**src/rtl/button_debouncer.sv**
```systemverilog
// Two-flop synchronizer followed by a four-state qualification FSM that turns a bouncy
// push-button into a clean registered level and counts rejected bounces.
module button_debouncer #(
  parameter int unsigned STABLE_CYCLES = 4,
  parameter int unsigned CNT_W         = 8
) (
  input  logic       clk,
  input  logic       reset,
  input  logic       raw,
  output logic       level,
  output logic       busy,
  output logic [7:0] glitch_cnt
);

  typedef enum logic [1:0] {
    StIdleLow,
    StWaitHigh,
    StIdleHigh,
    StWaitLow
  } state_e;

  localparam logic [CNT_W-1:0] CntLast = CNT_W'(STABLE_CYCLES - 1);
  localparam logic [CNT_W-1:0] CntOne  = CNT_W'(1);

  state_e           state_q, state_d;
  logic [CNT_W-1:0] cnt_q, cnt_d;
  logic             sync1_q, sync2_q;
  logic             level_q, level_d;
  logic             busy_q, busy_d;
  logic [7:0]       glitch_q, glitch_d;
  logic             abort;

  always_comb begin
    state_d = state_q;
    cnt_d   = cnt_q;
    level_d = level_q;
    abort   = 1'b0;
    unique case (state_q)
      StIdleLow: begin
        if (sync2_q) begin
          state_d = StWaitHigh;
          cnt_d   = CntOne;
        end else begin
          cnt_d = '0;
        end
      end
      StWaitHigh: begin
        if (!sync2_q) begin
          state_d = StIdleLow;
          cnt_d   = '0;
          abort   = 1'b1;
        end else if (cnt_q == CntLast) begin
          state_d = StIdleHigh;
          level_d = 1'b1;
          cnt_d   = '0;
        end else begin
          cnt_d = cnt_q + CntOne;
        end
      end
      StIdleHigh: begin
        if (!sync2_q) begin
          state_d = StWaitLow;
          cnt_d   = CntOne;
        end else begin
          cnt_d = '0;
        end
      end
      StWaitLow: begin
        if (sync2_q) begin
          state_d = StIdleHigh;
          cnt_d   = '0;
          abort   = 1'b1;
        end else if (cnt_q == CntLast) begin
          state_d = StIdleLow;
          level_d = 1'b0;
          cnt_d   = '0;
        end else begin
          cnt_d = cnt_q + CntOne;
        end
      end
      default: begin
        state_d = StIdleLow;
        cnt_d   = '0;
      end
    endcase
  end

  // Saturate rather than wrap so a noisy button never looks clean again.
  always_comb begin
    glitch_d = glitch_q;
    if (abort && (glitch_q != 8'hFF)) begin
      glitch_d = glitch_q + 8'd1;
    end
  end

  always_comb begin
    busy_d = (state_d == StWaitHigh) || (state_d == StWaitLow);
  end

  always_ff @(posedge clk) begin
    if (reset) begin
      sync1_q  <= 1'b0;
      sync2_q  <= 1'b0;
      state_q  <= StIdleLow;
      cnt_q    <= '0;
      level_q  <= 1'b0;
      busy_q   <= 1'b0;
      glitch_q <= 8'd0;
    end else begin
      sync1_q  <= raw;
      sync2_q  <= sync1_q;
      state_q  <= state_d;
      cnt_q    <= cnt_d;
      level_q  <= level_d;
      busy_q   <= busy_d;
      glitch_q <= glitch_d;
    end
  end

  assign level      = level_q;
  assign busy       = busy_q;
  assign glitch_cnt = glitch_q;

endmodule

```
**config.mk**
```make
export PLATFORM = sky130hd
export DESIGN_NAME = button_debouncer
export DESIGN_NICKNAME = d
export VERILOG_FILES = /design/src/rtl/button_debouncer.sv
export SDC_FILE = /design/constraint.sdc
export NUM_CORES = 1
export LEC_CHECK = 0
export BUFFER_PORTS_ARGS = -buffer_cell sky130_fd_sc_hd__clkbuf_2
export CORE_MARGIN = 4
export CORE_UTILIZATION = 58
export DETAILED_ROUTE_END_ITERATION = 12
export PLACE_DENSITY_LB_ADDON = 0.08
export SLEW_MARGIN = 30
export SYNTH_ARGS = -nofsm -noshare
export SYNTH_HDL_FRONTEND = slang
export SYNTH_SLANG_ARGS = --single-unit
```
**constraint.sdc**
```tcl
create_clock -name clk -period 2.85 [get_ports clk]
set_input_delay 0.285 -clock clk [delete_from_list [all_inputs] [get_ports clk]]
set_output_delay 0.285 -clock clk [all_outputs]
set_load 0.005 [all_outputs]
```
==> results by group <==
Timing
  • FMAX: 558 MHz
  • Final Skew: 3.12 ps
  • Setup violators final: 0
  • RSZ-0062 raised after global routing: false
  • Final Max Tran Viols: 0
  • Final Critical Period: 1790 ps
  • Actual slew at the worst max-slew pin: 269 ps
  • Max-slew headroom: 82.0%
  • Setup TNS: 0 ps
  • Period utilization: 62.9%
  • Hold Fails Final Rpt: 0

Worst setup path
  • R2R setup slack: 1060 ps
  • CP max FO: 7
  • CP startpoint kind: flip-flop
  • CP Class: reg -> reg
  • Critical path data required time: 3040 ps
  • Critical path arrival: 1990 ps
  • Register-to-Register Path Depth: 5
  • Critical Path Sink Type: flip-flop

Final layout
  • Most frequent cells in the layout: dfxtp_1 (22), nor2_1 (18), clkbuf_2 (12)
  • Area delta synth->final: 10.7%
  • Commonest non-fill, non-tap cell in the layout: dfxtp_1
  • Final instance area: 1050 um2
  • Share of post-route cells with drive strength above 1: 17.4%
  • Layout net count: 121
  • Antenna diodes: 0

Status
  • Outcome: finished, final reports clean

Power
  • Peak supply drop: 0.372 mV
  • Power Density: 472 nW/um2
  • Leak Pwr: 0.401 nW

Routing
  • Vias per cell: 5.53
  • WL final: 1580 um
  • DR WL/cell: 12.1 um
  • Antenna-violating nets left: 0
  • DR vias: 725
  • Residual DRC count: 0
  • DRT iter0 DRCs: 7
  • First-pass DRT Iterations: 2

Global routing
  • First-pass GRT wire length: 2930 um
  • Number of antenna violations at the first check in global routing: 0
  • Total GRT Usage: 15.4%
  • Largest net degree at the start of global routing: 14
  • Vias in the first global route: 693
  • Grt total ovfl: 0

Floorplan
  • Die area: 2340 um2
  • Number of I/O pins: 13
  • Initial Util: 62.0%
  • Row cnt: 14
  • Die H: 48.4 um
  • Core area: 1520 um2
  • Die width: 48.4 um

Clock tree
  • Worst skew pair latency: 300 ps
  • Clk slew on worst S/H paths: 110 ps
  • Root Buffer: clkbuf_4
  • H-tree depth: 1
  • Num CTS Buffers: 3
  • Setup bufs post-CTS: 0
  • CTS resizes: 0
  • Clock tree buffer depth: 2
  • TritonCTS Sinks: 22
  • TritonCTS clock tree: built
  • Hold buffer count at CTS: 0

Logic synthesis
  • Yosys top cell by area: dfxtp_1
  • Seq/Total Area, Yosys: 46.6%
  • Flops & latches, synth: 22
  • Synth Cell Area: 945 um2
  • Mapped Cells: 102
  • Syn_nets: 107
  • Synth cell types: 35
  • Mean area per synthesized cell: 9.26 um2
  • Synth area leaders: dfxtp_1 (47%), nor2_1 (7.2%), xnor2_1 (4.6%)
  • Yosys warns: 0
  • Share of Yosys cell area claimed by the top area cell type: 46.6%

Placement
  • Placer's final routability congestion estimate: 0.814
  • Hpwl dp: 1180 um
  • Area after DPL: 1010 um2
  • # port buffers: 12

Job
  • Max-cap violations: 0

Min path
  • Hold Path Class: in -> reg
  • Hold path depth: 2
## worst paths after layout
| check | start | to |
|---|---|---|
| setup / recovery | cnt_q[0]$_SDFF_PP0_ | cnt_q[6]$_SDFF_PP0_ |
| hold / removal | raw | sync1_q$_SDFF_PP0_ |
| setup reg to reg | cnt_q[0]$_SDFF_PP0_ | cnt_q[6]$_SDFF_PP0_ |
| hold reg to reg | sync1_q$_SDFF_PP0_ | sync2_q$_SDFF_PP0_ |
## cells by family (layout without fill, tap and decap cells)
family	count (synthesis)	count (layout)	share of synthesized area (%)
xor gates and xnor gates	9	9	9.14
muxes	2	2	2.12
AOI/OAI and AO/OA	16	16	11.3
and+or+nand+nor	45	45	25.4
DFF	22	22	46.6
adders and majority gates	2	2	2.65
buffers and inverters	6	19	2.78
## registers in the layout (all words and copies together), names as in the netlist
signal      count
cnt_q           8
glitch_cnt      8
state_q         2
busy            1
level           1
sync1_q         1
sync2_q         1
## synthesized netlist by cell type, drive strengths merged
| cell | instances |
|---|---|
| o21ai | 1 |
| mux2i | 2 |
| a311oi | 2 |
| a211o | 1 |
| and4 | 1 |
| clkbuf | 2 |
| ha | 2 |
| o31ai | 1 |
| nand2b | 2 |
| nor4 | 1 |
| and4b | 1 |
| nand3 | 4 |
| or4b | 1 |
| and3 | 1 |
| a21boi | 1 |
| or2 | 2 |
| a21oi | 5 |
| nand4 | 3 |
| nor2 | 18 |
| xnor2 | 5 |
| nor2b | 2 |
| a211oi | 1 |
| or3 | 2 |
| nor3 | 2 |
| or3b | 1 |
| dfxtp | 22 |
| a31oi | 2 |
| nand2 | 4 |
| inv | 3 |
| o21bai | 2 |
| xor2 | 4 |
| buf | 1 |
## report_power, final
group	leakage (nW)	internal, W	total, W	switching (W)
sequential	0.178	0.000312	0.000315	0.00000339
clock	0.0210	0.0000779	0.000163	0.0000856
combinational	0.202	0.00000699	0.0000150	0.00000802
total	0.401	0.000397	0.000494	0.0000970
## critical path, cell delays in order (launching register included)
cell     delay [ps]
dfxtp_1         360
ha_1            200
or4b_4          490
or2_1           270
or3b_1          290
nor2_1           70
## metrics by stage
| stage | total power, W | std cells | setup WS [ps] | hold WS [ps] | util (%) |
|---|---|---|---|---|---|
| 2_1_floorplan | 0.000332 | 102 | 1180 | 357 | - |
| 3_3_place_gp | 0.000337 | 127 | 1110 | 417 | 66.3 |
| 3_5_place_dp | 0.000337 | 127 | 1060 | 434 | 66.3 |
| 4_1_cts | 0.000497 | 131 | 1040 | 192 | 68.6 |
| 5_1_grt | 0.000518 | 131 | 910 | 197 | 68.6 |
| 6_report | 0.000494 | 131 | 1060 | 197 | 68.6 |
## per-layer routing
| layer | global-route usage, % | vias up | share of wire (%) |
|---|---|---|---|
| met1 | 18.6 | 333 | 47 |
| met4 | 8.29 | 0 | 2.1 |
| met5 | 0 | - | 0 |
| met2 | 25.4 | 9 | 48 |
| met3 | 2.76 | 4 | 2.8 |
| li1 | - | 379 | - |
## layout make-up
| cell class | instances | area [um2] |
|---|---|---|
| fill | 125 | 478 |
| multi-input combinational | 74 | 478 |
| sequential | 22 | 440 |
| timing repair buffer | 12 | 60.1 |
| clock buffer | 4 | 36.3 |
| tap | 16 | 20.0 |
| inverter | 3 | 11.3 |
(Power assumes the default switching activity.)
